<file path="config.mk">
export PLATFORM = sky130hd
export DESIGN_NAME = tick_uart_tx_flat
export DESIGN_NICKNAME = d
export VERILOG_FILES = /design/src/rtl/tick_uart_tx_if.sv /design/src/rtl/tick_uart_tx.sv /design/src/flat_wrapper.sv
export SDC_FILE = /design/constraint.sdc
export NUM_CORES = 1
export LEC_CHECK = 0
export ABC_AREA = 1
export BUFFER_PORTS_ARGS = -buffer_cell sky130_fd_sc_hd__buf_2
export CAP_MARGIN = 20
export CORE_AREA = 2 2 50 52
export DETAILED_ROUTE_END_ITERATION = 7
export DIE_AREA = 0 0 52 54
export GPL_TIMING_DRIVEN = 0
export PLACE_DENSITY_LB_ADDON = 0.1
export RECOVER_POWER = 25
export SETUP_SLACK_MARGIN = 0.5
export SLEW_MARGIN = 20
export SYNTH_ARGS = -nofsm -noshare
export SYNTH_HDL_FRONTEND = slang
export SYNTH_SLANG_ARGS = --single-unit
export TNS_END_PERCENT = 30
</file>
<file path="constraint.sdc">
create_clock -name clock -period 3.8 [get_ports clock]
set_input_delay 0.19 -clock clock [delete_from_list [all_inputs] [get_ports clock]]
set_output_delay 0.19 -clock clock [all_outputs]
set_load 0.005 [all_outputs]
</file>
<file path="src/rtl/tick_uart_tx_if.sv">
// Word handshake between a producer and the tick-driven UART transmitter.
// The master drives data/valid; the slave returns ready.
interface tick_uart_tx_if #(
  parameter int W = 8
);
  logic [W-1:0] data;
  logic         valid;
  logic         ready;

  modport master (
    output data,
    output valid,
    input  ready
  );

  modport slave (
    input  data,
    input  valid,
    output ready
  );
endinterface

</file>
<file path="src/rtl/tick_uart_tx.sv">
// Serial transmitter paced by an external one-cycle bit-rate tick.
// Frame: start, W data bits LSB first, optional parity, STOP stop bits.
module tick_uart_tx #(
  parameter int W      = 8,
  parameter int PARITY = 0,
  parameter int STOP   = 1
) (
  input  logic                 clock,
  input  logic                 reset,
  input  logic                 tick,
  tick_uart_tx_if.slave        s,
  output logic                 tx,
  output logic                 busy
);

  generate
    if (W < 5 || W > 9) begin : g_bad_w
      $error("tick_uart_tx: W must be 5..9");
    end
    if (PARITY < 0 || PARITY > 2) begin : g_bad_par
      $error("tick_uart_tx: PARITY must be 0, 1 or 2");
    end
    if (STOP < 1 || STOP > 2) begin : g_bad_stop
      $error("tick_uart_tx: STOP must be 1 or 2");
    end
  endgenerate

  localparam int   BW      = $clog2(W);
  localparam logic [BW-1:0] LASTBIT = BW'(W - 1);
  localparam logic LASTSTOP = 1'(STOP - 1);
  localparam logic ODD      = 1'(PARITY == 2);
  localparam logic HASPAR   = 1'(PARITY != 0);

  typedef enum logic [2:0] {
    S_IDLE,
    S_ARMED,
    S_START,
    S_DATA,
    S_PAR,
    S_STOP
  } state_t;

  state_t        state, state_nx;
  logic [W-1:0]  shift, shift_nx;
  logic [BW-1:0] bitcnt, bitcnt_nx;
  logic          stopcnt, stopcnt_nx;
  logic          par_q, par_nx;
  logic          tx_q, tx_nx;
  logic          busy_q, busy_nx;

  always_ff @(posedge clock or posedge reset) begin
    if (reset) begin
      state   <= S_IDLE;
      shift   <= '0;
      bitcnt  <= '0;
      stopcnt <= 1'b0;
      par_q   <= 1'b0;
      tx_q    <= 1'b1;
      busy_q  <= 1'b0;
    end else begin
      state   <= state_nx;
      shift   <= shift_nx;
      bitcnt  <= bitcnt_nx;
      stopcnt <= stopcnt_nx;
      par_q   <= par_nx;
      tx_q    <= tx_nx;
      busy_q  <= busy_nx;
    end
  end

  // Only IDLE reacts without a tick; all line changes land on tick edges.
  always_comb begin
    state_nx   = state;
    shift_nx   = shift;
    bitcnt_nx  = bitcnt;
    stopcnt_nx = stopcnt;
    par_nx     = par_q;
    tx_nx      = tx_q;
    busy_nx    = busy_q;
    unique case (state)
      S_IDLE: begin
        tx_nx = 1'b1;
        if (s.valid) begin
          shift_nx   = s.data;
          par_nx     = (^s.data) ^ ODD;
          bitcnt_nx  = '0;
          stopcnt_nx = 1'b0;
          busy_nx    = 1'b1;
          state_nx   = S_ARMED;
        end
      end
      S_ARMED: begin
        if (tick) begin
          tx_nx    = 1'b0;
          state_nx = S_START;
        end
      end
      S_START: begin
        if (tick) begin
          tx_nx     = shift[0];
          shift_nx  = shift >> 1;
          bitcnt_nx = '0;
          state_nx  = S_DATA;
        end
      end
      S_DATA: begin
        if (tick) begin
          if (bitcnt != LASTBIT) begin
            tx_nx     = shift[0];
            shift_nx  = shift >> 1;
            bitcnt_nx = bitcnt + BW'(1);
          end else if (HASPAR) begin
            tx_nx    = par_q;
            state_nx = S_PAR;
          end else begin
            tx_nx      = 1'b1;
            stopcnt_nx = 1'b0;
            state_nx   = S_STOP;
          end
        end
      end
      S_PAR: begin
        if (tick) begin
          tx_nx      = 1'b1;
          stopcnt_nx = 1'b0;
          state_nx   = S_STOP;
        end
      end
      S_STOP: begin
        if (tick) begin
          tx_nx = 1'b1;
          if (stopcnt != LASTSTOP) begin
            stopcnt_nx = 1'b1;
          end else begin
            busy_nx  = 1'b0;
            state_nx = S_IDLE;
          end
        end
      end
      default: begin
        tx_nx    = 1'b1;
        busy_nx  = 1'b0;
        state_nx = S_IDLE;
      end
    endcase
  end

  assign s.ready = (state == S_IDLE);
  assign tx      = tx_q;
  assign busy    = busy_q;

endmodule

</file>
<file path="src/flat_wrapper.sv">
// flat-port wrapper written by rule: the top's interface ports become plain ports
module tick_uart_tx_flat 
#(
  parameter int W      = 8,
  parameter int PARITY = 0,
  parameter int STOP   = 1
)
  (clock, reset, tick, tx, busy, s_data, s_valid, s_ready);
  tick_uart_tx_if #(.W(W)) s_i ();
  input  logic clock;
  input  logic reset;
  input  logic tick;
  output logic tx;
  output logic busy;
  input wire logic [$bits(s_i.data)-1:0] s_data;
  input wire logic [$bits(s_i.valid)-1:0] s_valid;
  output wire logic [$bits(s_i.ready)-1:0] s_ready;
  assign s_i.data = s_data;
  assign s_i.valid = s_valid;
  assign s_ready = s_i.ready;
  tick_uart_tx #(.W(W), .PARITY(PARITY), .STOP(STOP)) u_core (.clock(clock), .reset(reset), .tick(tick), .s(s_i), .tx(tx), .busy(busy));
endmodule
</file>
# After elaboration in Yosys (flattened, before gate mapping)
# Index checks and enable logic that the tools add are counted.
# Widths: inputs -> output; s select.
# op_classes
addsub,1
n_mul,0
n_div,0
order_cmp,0
n_eq_ne,16
shift,0
n_mux,35
bitwise_logic,1
reduce_logical,10
# op_table
operator,count
$mux 3,12
$mux 8,4
$pmux 8 s3,1
$pmux 3 s6,1
$ne 2x2->1 const B,8
$mux 1,13
$pmux 3 s3,1
$pmux 1 s4,2
$reduce_and 4->1,2
$reduce_and 8->1,1
$eq 3x2->1 const B,2
$eq 3x3->1 const B,2
$reduce_and 6->1,1
$reduce_and 5->1,1
$ne 2x1->1 const B,2
$reduce_bool 4->1,1
$reduce_or 4->1,1
$add 3x1->3 const B,1
$eq 3x1->1 const B,1
$logic_not 3->1,1
$ne 3x3->1 const B,1
$pmux 1 s3,1
$reduce_bool 3->1,1
$reduce_or 2->1,1
$not 1->1,1
# word_totals
register_bits,17
latch_bits,0
mem_bits_rw,0
mem_bits_ro,0
inputBits,12
output_inout_bits,3
wordCells,69
mem_count,0

# Depth between registers and ports, before layout
# logic_depth
word_depth,4
mapped_depth,10
mapped_depth_nobuf,8

# Least setup slack after synthesis
# Ideal clock, no wire load.
# synth_path
kind,register to register
startpoint,register u_core.bitcnt[0]
endpoint,register u_core.bitcnt[0]
t_arrival_ps,1199
required_ps,3680
slack_ps,2480
stages_incl_launch_ff,8
path_buffers,1
period_less_slack_ps,1320
path_cell_list,dfrtp_1 ha_1 ha_1 nand2_1 nand2_2 buf_6 o21ai_1 nand2_1
# synth_between
elab_chain_len,4
word_cells_on_any_way,7
classes_between,add/sub (1); eq/ne (2); mux (3); reduce/logical (1)
# synth_rtl
element,line,text
"start, declared",tick_uart_tx.sv:45,"logic [BW-1:0] bitcnt, bitcnt_nx;"
"start signal, assigned",tick_uart_tx.sv:63,bitcnt <= bitcnt_nx;
$add 3x1->3,tick_uart_tx.sv:111,bitcnt_nx = bitcnt + BW'(1);
$mux 3,tick_uart_tx.sv:108,if (bitcnt != LASTBIT) begin
$mux 3,tick_uart_tx.sv:107,if (tick) begin
$pmux 3 s3,tick_uart_tx.sv:80,unique case (state)
# Parallel ways exist; a longest one is shown, timed or not. The select of a mux whose other input is x is not followed.
# A chain may end at the register's enable or synchronous reset.

# Worst setup path in the final report
# layout_path
startpoint,register u_core.state[1]
endpoint,output s_ready
# layout_between
elab_chain_len,1
# layout_rtl
element,line,text
"start, declared",tick_uart_tx.sv:43,"state_t state, state_nx;"
"start signal, assigned",tick_uart_tx.sv:61,state <= state_nx;
$logic_not 3->1,tick_uart_tx.sv:148,assign s.ready = (state == S_IDLE);
"end, declared",flat_wrapper.sv:17,output wire logic [$bits(s_i.ready)-1:0] s_ready;
# No other way between the ends.

==> impl_results.md <==
* Outcome: finished clean
* Crit path cell chain: nor2_1, inv_1, nor2_1, buf_2
* Synth cell types at 21
* Fmax at slightly above 600 MHz
* Final GP Congestion at 0.905
* H-tree depth at 1
* Initial DRC count at 21
* Die width at 52 µm
* Full die area at ~2800 µm²
* Number of global-route vias before repair at 836
* Worst Tran Pin Value at 632 ps
* Leakage at about 0.66 nW
* Largest net degree at the start of global routing at 17
* Initial antenna violation count at 0
* IO buf count at 14
* CTS Buf Count at 3
* Remaining antenna violation count at 0
* Residual DRC at 0
* Post-synthesis mux area share at 0%
* Max Clock Skew at between 1 and 1.5 ps
* Post-Route WL at just under 2 mm
* GRT Residual Overflow at 0
* First-pass GRT wire length at roughly 3.5 mm
* CTS tree: built
* Nets at ~170
* Sequential share of the synthesized area at about two fifths
* Slowest cell on crit path: dfrtp_1
* Rows at 18
* Clock Tree Root: clkbuf_4
* Endpoints failing setup at 0
* Final Max Tran Viols at 0
* Post-placement cell count at roughly 180
* Met2 routed WL at slightly above 900 µm
* Post-Synthesis Cells at 137
* Syn_area_per_cell at about 7.4 µm²
* Num ports at 15
* Routed wl met3 at roughly 90 µm
* CORE AREA at approximately 2300 µm²
* Maximum vdd ir drop at ~0.00045 V
* Max cap viols at 0
* Ys Warns at 0
* Finished Layout Cells at 186
* Diode count at 0
* Fin. Hold Viols at 0
* Post-synth top area share at a little under two fifths
* Overall Global Routing Usage at between 10% and 20%
* Via count at ~880
* Hold Path Class: in2reg
* Wire per inst at around 11 µm
* Routed vias/inst at about 4.7
* Top routing layer used: met4
* Worst EP arrival at 1460 ps
* Clk_lat worst skew at between 200 and 300 ps
* Cell mode on critical path: nor2_1
* Slew margin rel. at slightly below 60%
* Period minus WS final at about 1700 ps
* Element type at the critical path start: flip-flop
* Worst hold slack at about 120 ps
* DRT Pass-1 Iters at 4
* Post-Synth XOR/XNOR Area at 0%
* Fin crit share at a little over two fifths
* Synth area leader: dfrtp_1
* Max clock buf depth at 2
* CP Max Fanout at 5
* Synth Area in Compound Gates at 8.63%
* DP HPWL at around 1.5 mm
* Crit Path Category: reg2out
* Largest stage delay, worst path at approximately 480 ps
* Share of cells above drive strength 1 at 23.1%
* Sequential cell area at ~400 µm²
* Post-synthesis adder-cell area fraction at around 2.5%
* Worst Path Buf+Inv at 2
* Crit. End Element: output port
* Starting density of the core at 43.7%
* Die height at between 50 and 60 µm
* Main combinational cell family by area after synthesis: simple AND/OR/NAND/NOR gates
* Wl on met1 at about 940 µm
* Footprint of the multi-input gates at 513 µm²
* Post-synthesis simple-gate area fraction at between 30 and 40%
* Pwr Total at roughly 0.0011 W
* Register bit total from synthesis at 16
* Synthesized Nets at 151
* Pwr/cell area at between 900 and 1000 nW/µm²
* Fin Setup TNS at 0 ps
* Clock sinks at 16
* Fillers at 243
* Synthesized cell area at between 1000 and 1500 µm²
* Crit path required time at about 3600 ps
* Top delay family on crit path: flip-flops
* RSZ-0062 raised after global routing: false
* Ranking of synthesized cells by area: dfrtp_1, nand2_1, o21ai_1, inv_1, nand2_4
* Area grow syn2layout at 15.2%
* Reg clk slew, reported paths at roughly 100 ps
[cell usage in the layout, fill, tap and decap left out, drive strengths merged]
| master | count |
|---|---|
| nand2 | 63 |
| buf | 18 |
| dfrtp | 15 |
| inv | 15 |
| nor2 | 14 |
| o21ai | 13 |
| nand3 | 7 |
| clkbuf | 4 |
| ha | 2 |
| o21a | 1 |
| o31ai | 1 |
| o211ai | 1 |
| dlygate4sd3 | 1 |
| dfstp | 1 |
[final cells by class]
type	count	share of cell area [%]
clock buffers	4	3.10
multi-input cells	102	43.9
well taps	30	3.21
plain buffers	4	3.53
flip-flops and latches	16	34.4
repair buffers	15	6.85
inverters	15	5.03
[state kept, by name, indices dropped and copies added (netlist names)]
name           count
u_core.busy        1
u_core.state       3
u_core.shift       8
u_core.bitcnt      3
u_core.tx          1
[Yosys cell counts (all sizes together)]
master	instances
dfrtp	15
o21ai	13
nand3	7
buf	4
o211ai	1
nor2	14
ha	2
inv	15
dfstp	1
o31ai	1
o21a	1
nand2	63
[power breakdown]
| group | total [W] | switching (W) | internal [W] |
|---|---|---|---|
| sequential | 0.000305 | 0.0000518 | 0.000253 |
| combinational | 0.000647 | 0.000402 | 0.000245 |
| clock | 0.000116 | 0.0000578 | 0.0000584 |
[kinds of logic (layout without fill, tap and decap cells)]
group / count (synthesis) / count (layout)
adders and majority gates: 2 / 2
AOI/OAI and AO/OA: 16 / 16
buffers and inverters: 19 / 38
and+or+nand+nor: 84 / 84
DFF: 16 / 16
[worst reg2reg max path, cell delays in order, from the launching register on]
cell and delay, ps:
dfrtp_1 380, buf_6 140, inv_2 110, nand2_4 110
nor2_4 120, nand2_1 100, nand2_2 120, nor2_4 50
buf_6 130, nand2_1 70, nand2_1 60
[metal layers]
metal / GRT usage, % / up-vias
met5: 0 / -
met4: 7.89 / 0
met3: 3.33 / 4
met2: 30.0 / 20
met1: 20.1 / 391
li1: - / 460
[stage by stage]
step                      setup WS, ps  utilization, %  cell area, µm²
after floorplan                   2480               -            1010
after global placement            2350            48.4            1120
after detailed placement          2320            48.4            1120
after CTS                         2120            50.4            1170
after global routing              2030            50.4            1170
final                             2150            50.4            1170
[timing repair]
action	CTS	global route
hold endpoints to repair	15	0
endpoints found under the setup margin	0	0
hold buffers	1	0
gates resized for setup	0	0
setup buffers	0	0
[path summary, 6_finish.rpt]
path	from	end	slack (ps)	cells past startpoint
setup / recovery	u_core.state[1]	s_ready	2150	4
hold / removal	s_valid	u_core.busy	120	3
setup reg to reg	u_core.state[2]	u_core.shift[2]	2320	10
hold reg to reg	u_core.tx	u_core.tx	470	2
max in group asynchronous	reset	u_core.shift[6]	2890	3
min in group asynchronous	reset	u_core.state[2]	510	3
No activity file was read; power rests on OpenSTA's default activity.
